`src/rtl/ex_md_stage_pkg.sv`:
```
// Shared types and encodings for the EX stage with its iterative multiply/divide unit.
package ex_md_stage_pkg;

  // Multiply/divide sequencer states
  typedef enum logic [1:0] {StIdle, StBusy, StDone} md_state_e;

  // RV32M/RV64M funct3 encodings
  localparam logic [2:0] MdMul    = 3'd0;
  localparam logic [2:0] MdMulh   = 3'd1;
  localparam logic [2:0] MdMulhsu = 3'd2;
  localparam logic [2:0] MdMulhu  = 3'd3;
  localparam logic [2:0] MdDiv    = 3'd4;
  localparam logic [2:0] MdDivu   = 3'd5;
  localparam logic [2:0] MdRem    = 3'd6;
  localparam logic [2:0] MdRemu   = 3'd7;

  // ALU operand B select
  localparam logic [1:0] SrcBRs2  = 2'd0;
  localparam logic [1:0] SrcBImm  = 2'd1;
  localparam logic [1:0] SrcBFour = 2'd2;

  // ALU operation codes
  localparam logic [3:0] AluAdd  = 4'd0;
  localparam logic [3:0] AluSub  = 4'd1;
  localparam logic [3:0] AluSll  = 4'd2;
  localparam logic [3:0] AluSlt  = 4'd3;
  localparam logic [3:0] AluSltu = 4'd4;
  localparam logic [3:0] AluXor  = 4'd5;
  localparam logic [3:0] AluSrl  = 4'd6;
  localparam logic [3:0] AluSra  = 4'd7;
  localparam logic [3:0] AluOr   = 4'd8;
  localparam logic [3:0] AluAnd  = 4'd9;
  localparam logic [3:0] AluLui  = 4'd10;

  // funct3[2] separates the divide family from the multiply family
  function automatic logic md_is_div(input logic [2:0] code);
    return code[2];
  endfunction

endpackage

```
`src/rtl/ex_md_stage_if.sv`:
```
// EX-stage operand, forwarding and result bundle.
interface ex_md_stage_if #(
  parameter int unsigned XLEN = 32
);
  logic [3:0]      ALUCode_ex;
  logic            MDValid_ex;
  logic [2:0]      MDCode_ex;
  logic            ALUSrcA_ex;
  logic [1:0]      ALUSrcB_ex;
  logic [XLEN-1:0] Imm_ex;
  logic [XLEN-1:0] PC_ex;
  logic [XLEN-1:0] rs1Data_ex;
  logic [XLEN-1:0] rs2Data_ex;
  logic [XLEN-1:0] RegWriteData_wb;
  logic [XLEN-1:0] ALUResult_mem;
  logic [4:0]      rs1Addr_ex;
  logic [4:0]      rs2Addr_ex;
  logic [4:0]      rdAddr_mem;
  logic [4:0]      rdAddr_wb;
  logic            RegWrite_mem;
  logic            RegWrite_wb;
  logic            flush_ex;
  logic [XLEN-1:0] Result_ex;
  logic [XLEN-1:0] MemWriteData_ex;
  logic            stall_ex;

  modport master (
    output ALUCode_ex, MDValid_ex, MDCode_ex, ALUSrcA_ex, ALUSrcB_ex, Imm_ex, PC_ex,
           rs1Data_ex, rs2Data_ex, RegWriteData_wb, ALUResult_mem, rs1Addr_ex, rs2Addr_ex,
           rdAddr_mem, rdAddr_wb, RegWrite_mem, RegWrite_wb, flush_ex,
    input  Result_ex, MemWriteData_ex, stall_ex
  );

  modport slave (
    input  ALUCode_ex, MDValid_ex, MDCode_ex, ALUSrcA_ex, ALUSrcB_ex, Imm_ex, PC_ex,
           rs1Data_ex, rs2Data_ex, RegWriteData_wb, ALUResult_mem, rs1Addr_ex, rs2Addr_ex,
           rdAddr_mem, rdAddr_wb, RegWrite_mem, RegWrite_wb, flush_ex,
    output Result_ex, MemWriteData_ex, stall_ex
  );
endinterface

```
`src/rtl/ex_md_stage_md_iter.sv`:
```
// Radix-2 iterative multiply/divide: sign-magnitude operands, one step per BUSY cycle.
module md_iter
  import ex_md_stage_pkg::*;
#(
  parameter int unsigned XLEN = 32
) (
  input  logic            clk,
  input  logic            rst_n,
  input  logic            start,
  input  logic            flush,
  input  logic [2:0]      md_code,
  input  logic [XLEN-1:0] op_a,
  input  logic [XLEN-1:0] op_b,
  output logic            stall,
  output logic [XLEN-1:0] result
);

  localparam int unsigned CntW = $clog2(XLEN);
  localparam logic [CntW-1:0] CntLast = CntW'(XLEN - 1);

  md_state_e         state_q, state_d;
  logic [CntW-1:0]   cnt_q, cnt_d;
  // acc: product high half / partial remainder; mq: multiplier+product low half / quotient
  logic [XLEN-1:0]   acc_q, acc_d, mq_q, mq_d, mcand_q, mcand_d;
  logic [2:0]        code_q, code_d;
  logic              neg_q, neg_d, neg_rem_q, neg_rem_d;

  logic              a_neg, b_neg;
  logic [XLEN-1:0]   a_mag, b_mag;
  logic [XLEN:0]     sum, rem_sh, diff;
  logic [2*XLEN-1:0] prod_s;

  // Operand magnitudes and a single shared step datapath
  always_comb begin
    a_neg  = op_a[XLEN-1] & (md_code inside {MdMulh, MdMulhsu, MdDiv, MdRem});
    b_neg  = op_b[XLEN-1] & (md_code inside {MdMulh, MdDiv, MdRem});
    a_mag  = a_neg ? -op_a : op_a;
    b_mag  = b_neg ? -op_b : op_b;
    sum    = {1'b0, acc_q} + (mq_q[0] ? {1'b0, mcand_q} : '0);
    rem_sh = {acc_q, mq_q[XLEN-1]};
    diff   = rem_sh - {1'b0, mcand_q};
  end

  // Sequencer next state, capture and per-step update
  always_comb begin
    state_d   = state_q;
    cnt_d     = cnt_q;
    acc_d     = acc_q;
    mq_d      = mq_q;
    mcand_d   = mcand_q;
    code_d    = code_q;
    neg_d     = neg_q;
    neg_rem_d = neg_rem_q;
    stall     = 1'b0;
    unique case (state_q)
      StIdle: begin
        if (start) begin
          stall     = 1'b1;
          state_d   = StBusy;
          cnt_d     = '0;
          acc_d     = '0;
          mq_d      = a_mag;
          mcand_d   = b_mag;
          code_d    = md_code;
          // Divide by zero must yield all ones regardless of dividend sign
          neg_d     = (a_neg ^ b_neg) & ~(md_is_div(md_code) & (op_b == '0));
          neg_rem_d = a_neg;
        end
      end
      StBusy: begin
        stall = 1'b1;
        if (md_is_div(code_q)) begin
          if (!diff[XLEN]) begin
            acc_d = diff[XLEN-1:0];
            mq_d  = {mq_q[XLEN-2:0], 1'b1};
          end else begin
            acc_d = rem_sh[XLEN-1:0];
            mq_d  = {mq_q[XLEN-2:0], 1'b0};
          end
        end else begin
          acc_d = sum[XLEN:1];
          mq_d  = {sum[0], mq_q[XLEN-1:1]};
        end
        if (cnt_q == CntLast) begin
          state_d = StDone;
          cnt_d   = '0;
        end else begin
          cnt_d = cnt_q + CntW'(1);
        end
      end
      StDone:  state_d = StIdle;
      default: state_d = StIdle;
    endcase
    if (flush) begin
      state_d = StIdle;
      cnt_d   = '0;
      stall   = 1'b0;
    end
  end

  // Sign fix-up and result select, only presented in DONE
  always_comb begin
    prod_s = neg_q ? -{acc_q, mq_q} : {acc_q, mq_q};
    result = '0;
    if (state_q == StDone) begin
      unique case (code_q)
        MdMul:                    result = prod_s[XLEN-1:0];
        MdMulh, MdMulhsu, MdMulhu: result = prod_s[2*XLEN-1:XLEN];
        MdDiv, MdDivu:            result = neg_q ? -mq_q : mq_q;
        default:                  result = neg_rem_q ? -acc_q : acc_q;
      endcase
    end
  end

  // State and datapath registers, synchronous active-low reset
  always_ff @(posedge clk) begin
    if (!rst_n) begin
      state_q   <= StIdle;
      cnt_q     <= '0;
      acc_q     <= '0;
      mq_q      <= '0;
      mcand_q   <= '0;
      code_q    <= '0;
      neg_q     <= 1'b0;
      neg_rem_q <= 1'b0;
    end else begin
      state_q   <= state_d;
      cnt_q     <= cnt_d;
      acc_q     <= acc_d;
      mq_q      <= mq_d;
      mcand_q   <= mcand_d;
      code_q    <= code_d;
      neg_q     <= neg_d;
      neg_rem_q <= neg_rem_d;
    end
  end

endmodule

```
`src/rtl/ex_md_stage.sv`:
```
// EX stage: operand forwarding, ALU and optional iterative multiply/divide unit.
module ex_md_stage
  import ex_md_stage_pkg::*;
#(
  parameter int unsigned XLEN  = 32,
  parameter bit          EN_MD = 1'b1
) (
  input logic         clk,
  input logic         rst_n,
  ex_md_stage_if.slave bus
);

  localparam int unsigned ShW = $clog2(XLEN);

  logic [XLEN-1:0] fwd_a, fwd_b, alu_a, alu_b, alu_result, md_result;
  logic [ShW-1:0]  shamt;
  logic            md_stall, md_sel;

  // Forwarding: MEM beats WB, x0 is never forwarded
  always_comb begin
    fwd_a = bus.rs1Data_ex;
    if (bus.RegWrite_mem && bus.rdAddr_mem != '0 && bus.rdAddr_mem == bus.rs1Addr_ex) begin
      fwd_a = bus.ALUResult_mem;
    end else if (bus.RegWrite_wb && bus.rdAddr_wb != '0 && bus.rdAddr_wb == bus.rs1Addr_ex) begin
      fwd_a = bus.RegWriteData_wb;
    end
    fwd_b = bus.rs2Data_ex;
    if (bus.RegWrite_mem && bus.rdAddr_mem != '0 && bus.rdAddr_mem == bus.rs2Addr_ex) begin
      fwd_b = bus.ALUResult_mem;
    end else if (bus.RegWrite_wb && bus.rdAddr_wb != '0 && bus.rdAddr_wb == bus.rs2Addr_ex) begin
      fwd_b = bus.RegWriteData_wb;
    end
  end

  // ALU operand selection and operation
  always_comb begin
    alu_a = bus.ALUSrcA_ex ? bus.PC_ex : fwd_a;
    case (bus.ALUSrcB_ex)
      SrcBImm:  alu_b = bus.Imm_ex;
      SrcBFour: alu_b = XLEN'(4);
      default:  alu_b = fwd_b;
    endcase
    shamt      = alu_b[ShW-1:0];
    alu_result = '0;
    case (bus.ALUCode_ex)
      AluAdd:  alu_result = alu_a + alu_b;
      AluSub:  alu_result = alu_a - alu_b;
      AluSll:  alu_result = alu_a << shamt;
      AluSlt:  alu_result = XLEN'($signed(alu_a) < $signed(alu_b));
      AluSltu: alu_result = XLEN'(alu_a < alu_b);
      AluXor:  alu_result = alu_a ^ alu_b;
      AluSrl:  alu_result = alu_a >> shamt;
      AluSra:  alu_result = $unsigned($signed(alu_a) >>> shamt);
      AluOr:   alu_result = alu_a | alu_b;
      AluAnd:  alu_result = alu_a & alu_b;
      AluLui:  alu_result = alu_b;
      default: alu_result = '0;
    endcase
  end

  if (EN_MD) begin : g_md
    md_iter #(
      .XLEN(XLEN)
    ) u_md_iter (
      .clk    (clk),
      .rst_n  (rst_n),
      .start  (bus.MDValid_ex & ~bus.flush_ex),
      .flush  (bus.flush_ex),
      .md_code(bus.MDCode_ex),
      .op_a   (fwd_a),
      .op_b   (fwd_b),
      .stall  (md_stall),
      .result (md_result)
    );
    assign md_sel = bus.MDValid_ex;
  end else begin : g_no_md
    assign md_stall  = 1'b0;
    assign md_result = '0;
    assign md_sel    = 1'b0;
  end

  assign bus.Result_ex       = md_sel ? md_result : alu_result;
  assign bus.MemWriteData_ex = fwd_b;
  assign bus.stall_ex        = md_stall;

endmodule
```
`src/flat_wrapper.sv`:
```
// flat-port wrapper written by rule: the top's interface ports become plain ports
module ex_md_stage_flat import ex_md_stage_pkg::*;
#(
  parameter int unsigned XLEN  = 32,
  parameter bit          EN_MD = 1'b1
)
  (clk, rst_n, bus_ALUCode_ex, bus_MDValid_ex, bus_MDCode_ex, bus_ALUSrcA_ex, bus_ALUSrcB_ex, bus_Imm_ex, bus_PC_ex, bus_rs1Data_ex, bus_rs2Data_ex, bus_RegWriteData_wb, bus_ALUResult_mem, bus_rs1Addr_ex, bus_rs2Addr_ex, bus_rdAddr_mem, bus_rdAddr_wb, bus_RegWrite_mem, bus_RegWrite_wb, bus_flush_ex, bus_Result_ex, bus_MemWriteData_ex, bus_stall_ex);
  ex_md_stage_if #(.XLEN(XLEN)) bus_i ();
  input logic clk;
  input logic rst_n;
  input wire logic [$bits(bus_i.ALUCode_ex)-1:0] bus_ALUCode_ex;
  input wire logic [$bits(bus_i.MDValid_ex)-1:0] bus_MDValid_ex;
  input wire logic [$bits(bus_i.MDCode_ex)-1:0] bus_MDCode_ex;
  input wire logic [$bits(bus_i.ALUSrcA_ex)-1:0] bus_ALUSrcA_ex;
  input wire logic [$bits(bus_i.ALUSrcB_ex)-1:0] bus_ALUSrcB_ex;
  input wire logic [$bits(bus_i.Imm_ex)-1:0] bus_Imm_ex;
  input wire logic [$bits(bus_i.PC_ex)-1:0] bus_PC_ex;
  input wire logic [$bits(bus_i.rs1Data_ex)-1:0] bus_rs1Data_ex;
  input wire logic [$bits(bus_i.rs2Data_ex)-1:0] bus_rs2Data_ex;
  input wire logic [$bits(bus_i.RegWriteData_wb)-1:0] bus_RegWriteData_wb;
  input wire logic [$bits(bus_i.ALUResult_mem)-1:0] bus_ALUResult_mem;
  input wire logic [$bits(bus_i.rs1Addr_ex)-1:0] bus_rs1Addr_ex;
  input wire logic [$bits(bus_i.rs2Addr_ex)-1:0] bus_rs2Addr_ex;
  input wire logic [$bits(bus_i.rdAddr_mem)-1:0] bus_rdAddr_mem;
  input wire logic [$bits(bus_i.rdAddr_wb)-1:0] bus_rdAddr_wb;
  input wire logic [$bits(bus_i.RegWrite_mem)-1:0] bus_RegWrite_mem;
  input wire logic [$bits(bus_i.RegWrite_wb)-1:0] bus_RegWrite_wb;
  input wire logic [$bits(bus_i.flush_ex)-1:0] bus_flush_ex;
  output wire logic [$bits(bus_i.Result_ex)-1:0] bus_Result_ex;
  output wire logic [$bits(bus_i.MemWriteData_ex)-1:0] bus_MemWriteData_ex;
  output wire logic [$bits(bus_i.stall_ex)-1:0] bus_stall_ex;
  assign bus_i.ALUCode_ex = bus_ALUCode_ex;
  assign bus_i.MDValid_ex = bus_MDValid_ex;
  assign bus_i.MDCode_ex = bus_MDCode_ex;
  assign bus_i.ALUSrcA_ex = bus_ALUSrcA_ex;
  assign bus_i.ALUSrcB_ex = bus_ALUSrcB_ex;
  assign bus_i.Imm_ex = bus_Imm_ex;
  assign bus_i.PC_ex = bus_PC_ex;
  assign bus_i.rs1Data_ex = bus_rs1Data_ex;
  assign bus_i.rs2Data_ex = bus_rs2Data_ex;
  assign bus_i.RegWriteData_wb = bus_RegWriteData_wb;
  assign bus_i.ALUResult_mem = bus_ALUResult_mem;
  assign bus_i.rs1Addr_ex = bus_rs1Addr_ex;
  assign bus_i.rs2Addr_ex = bus_rs2Addr_ex;
  assign bus_i.rdAddr_mem = bus_rdAddr_mem;
  assign bus_i.rdAddr_wb = bus_rdAddr_wb;
  assign bus_i.RegWrite_mem = bus_RegWrite_mem;
  assign bus_i.RegWrite_wb = bus_RegWrite_wb;
  assign bus_i.flush_ex = bus_flush_ex;
  assign bus_Result_ex = bus_i.Result_ex;
  assign bus_MemWriteData_ex = bus_i.MemWriteData_ex;
  assign bus_stall_ex = bus_i.stall_ex;
  ex_md_stage #(.XLEN(XLEN), .EN_MD(EN_MD)) u_core (.clk(clk), .rst_n(rst_n), .bus(bus_i));
endmodule
```
`config.mk`:
```
export PLATFORM = sky130hd
export DESIGN_NAME = ex_md_stage_flat
export DESIGN_NICKNAME = d
export VERILOG_FILES = /design/src/rtl/ex_md_stage_pkg.sv /design/src/rtl/ex_md_stage_if.sv /design/src/rtl/ex_md_stage_md_iter.sv /design/src/rtl/ex_md_stage.sv /design/src/flat_wrapper.sv
export SDC_FILE = /design/constraint.sdc
export NUM_CORES = 1
export LEC_CHECK = 0
export BUFFER_PORTS_ARGS = -buffer_cell sky130_fd_sc_hd__buf_2
export CELL_PAD_IN_SITES_DETAIL_PLACEMENT = 0
export CELL_PAD_IN_SITES_GLOBAL_PLACEMENT = 2
export CORE_UTILIZATION = 34
export CTS_CLUSTER_SIZE = 28
export DETAILED_ROUTE_END_ITERATION = 8
export MAX_ROUTING_LAYER = met4
export PLACE_DENSITY = 0.94
export SYNTH_ARGS = -nofsm -noshare
export SYNTH_HDL_FRONTEND = slang
export SYNTH_SLANG_ARGS = --single-unit
```
`constraint.sdc`:
```
create_clock -name clk -period 10.2 [get_ports clk]
set_input_delay 2.04 -clock clk [delete_from_list [all_inputs] [get_ports clk]]
set_output_delay 2.04 -clock clk [all_outputs]
set_load 0.01 [all_outputs]
```
==> run metrics <==
outcome=completed; initial antenna violation count=15; Global Route Usage Sum=a little over a third; register area share after synthesis=8.819%; CTS H-tree depth=3; Worst-path clk slew=~80 ps; Via density=about 6.6; final wirelength=133200 µm; Worst path max stage delay=around 800 ps; Top Ports=between 200 and 300; number of core rows=between 90 and 100; required time of the critical path=about 8200 ps; Routability Congestion=approximately 1.2; Cells after Synth=3589; detailed placement HPWL=106400 µm; clock latency on the worst-skew pair=approximately 370 ps; share of the synthesized area in the top cell type=between 8 and 9%; fmax=~0.099 GHz; global routing's busiest layer=met2; Post-synth top flop=dfxtp_1; post_cts resized=1; Slew Limit Headroom=between 5 and 6%; M1 GR Usage=44.11%; Congestion Overflow GR=0; Residual DRC=0; Num CTS Buffers=9; hold_sp=u_core.g_md.u_md_iter.cnt_q[3]; PwrDens=roughly 94 nW/µm²; buffers added on ports=roughly 290; most frequent cells in the layout=nor2_1 (323), buf_2 (292), o21ai_0 (277); Max IR drop VDD=between 70 and 80 µV; first-pass GRT wire length=194200 µm; Top Family by Delay on Critical Path=compound AO/OA/AOI/OAI gates; Synth Register Bits=108; hold slack=470.7 ps; Worst EP arrival=between 8000 and 9000 ps; DRT antenna net count=0; Fin. Hold Viols=0; setup violators final=0; Pleak=~11 nW; crit-path max FO=33; worst reg-to-reg setup slack=5020 ps; share of flip-flops with an asynchronous set or reset=0%; max-slew violations=0; worst path bufs/invs=5; met2 usage=53.06%; Initial Utilization=34.36%; critical path launch point type=input pin; distinct cell type count after synthesis=96; total die area=between 70000 and 80000 µm²; worst setup path start=bus_rdAddr_mem[1]; Post-synth EDFFs=0; # clock sinks=between 100 and 150; Final Net Count=4218; deepest clock path buffer count=2; Die Y=between 200 and 300 µm; Critical Path End Type=primary output; leading area contributor after synthesis=ha_1; hold-fix buffers at CTS=0; syn_nets=3997; Die Wd=~270 µm; CP Cell Sequence=buf_2 -> or4_1 -> o211ai_1 -> or2_2 -> buf_12 -> a31oi_1 -> mux2i_1 -> inv_1 -> ha_1 -> buf_4 -> and2_1 -> or4_1 -> o2111ai_1 -> nand2_1 -> xnor2_1 -> o22ai_1 -> a211oi_1 -> o211ai_1 -> a21oi_1 -> o21ai_0 -> buf_2; Global Route met3 Usage=under 10%; final core utilization=39.27%; Max-Cap Viols=0; Critical R2R Launch=u_core.g_md.u_md_iter.mq_q[31]; vias in the first global route=between 20000 and 30000; most common cell after layout, fill and taps aside=nor2_1; Worst Hold Class=reg -> reg; DP Worst Slack=-27.97 ps; Routed WL per cell=about 28 µm; CTS tree=yes; top cells by area, synth=ha_1 (9.0%), dfxtp_1 (8.8%), mux2i_1 (6.7%); Cell Area, Synth=about 25000 µm²; clock skew=between 9 and 10 ps; Ys Warns=0; worst setup path class=in -> out; core region area=between 70000 and 80000 µm²; Post-Syn Area per Cell=6.831 µm²; largest net degree at the start of global routing=77; Worst path slowest cell=a211oi_1; Pre-antenna DRT Iters=9; clock root cell=clkbuf_16; min setup slack post-route=roughly 140 ps; postcts setup bufs=0; Starting DRT DRC Count=4957; share of cells above drive strength 1=between 10% and 20%; total power=about 2.6 mW; Tmin final=~10000 ps; Final Cycle Share=between 90% and 100%; vias=between 30000 and 40000; Slew @ Worst Pin=between 1000 and 1500 ps; Area growth, synth to finish=14.31%
## area by class of cell
class                   instances  area [µm²]
diodes                         12       30.03
clock buffers                  11       242.7
clock inverters                 5       77.57
fillers                      7711       43340
inverters                     170       638.1
multi-input cells            3027       20680
flip-flops and latches        108        2165
well taps                     950        1189
repair buffers                494        3003
## worst paths after layout
kind / to / cells past startpoint
max: bus_Result_ex[9] / 21
min reg2reg: u_core.g_md.u_md_iter.cnt_q[3] / 1
min: u_core.g_md.u_md_iter.cnt_q[3] / 1
max reg2reg: u_core.g_md.u_md_iter.acc_q[13] / 17
## worst register-to-register path: stages (launching register included)
cell      delay [ps]
dfxtp_1          430
inv_1            190
ha_1             270
inv_1             70
fa_1             230
a211oi_1         110
o21ai_0          600
or4b_2           720
nand3_1          200
a221oi_1         110
buf_4            170
o211a_1          240
or3_1            380
o311ai_2          80
buf_4            560
mux2_2           440
a21oi_1          140
o21ai_0           90
## registers in the layout, indices dropped and copies added (netlist names)
signal / flops
u_core.g_md.u_md_iter.code_q: 3
u_core.g_md.u_md_iter.neg_rem_q: 1
u_core.g_md.u_md_iter.state_q: 2
u_core.g_md.u_md_iter.neg_q: 1
u_core.g_md.u_md_iter.mq_q: 32
u_core.g_md.u_md_iter.acc_q: 32
u_core.g_md.u_md_iter.mcand_q: 32
u_core.g_md.u_md_iter.cnt_q: 5
## metrics by stage
step	cell area, µm²	cells	TNS (ps)
3_5_place_dp	27620	4749	-27.97
3_3_place_gp	27620	4749	-10.41
5_1_grt	28020	4776	-12.76
2_1_floorplan	24520	3589	0
4_1_cts	27950	4765	0
6_report	28030	4777	0
## cell usage after synthesis, drive strengths merged, types with 34 or more instances
library cell and count:
clkbuf 205, a21o 60, o22ai 34, a22oi 57, buf 79, nand2 259
o221ai 34, inv 169, xnor2 135, o31ai 36, ha 176, mux2 39
a21oi 245, a211oi 83, o21ai 293, nand3 113, nor2 328, dfxtp 108
nor3 132, xor2 90, a31oi 81, mux2i 165, or3 42, a221oi 46
nor2b 37, o211ai 65
## power breakdown
group	switching, mW	leakage, nW	internal (mW)
logic	1.16	10.4	0.606
clock network	0.196	0.157	0.205
registers	0.0350	0.882	0.443
## cells by family after synthesis
family | synth area share [%]
and+or+nand+nor | 21.86
DFF | 8.819
buffers and inverters | 7.436
muxes | 8.803
adders and majority gates | 9.309
xor gates and xnor gates | 8.038
AOI/OAI and AO/OA | 35.73
## metal layers
layer | share of wire [%] | up-vias
li1 | - | 13933
met1 | 39 | 14611
met2 | 42 | 2259
met3 | 13 | 550
met4 | 6.8 | 0
met5 | 0 | -
No activity file was read; power rests on OpenSTA's default activity.
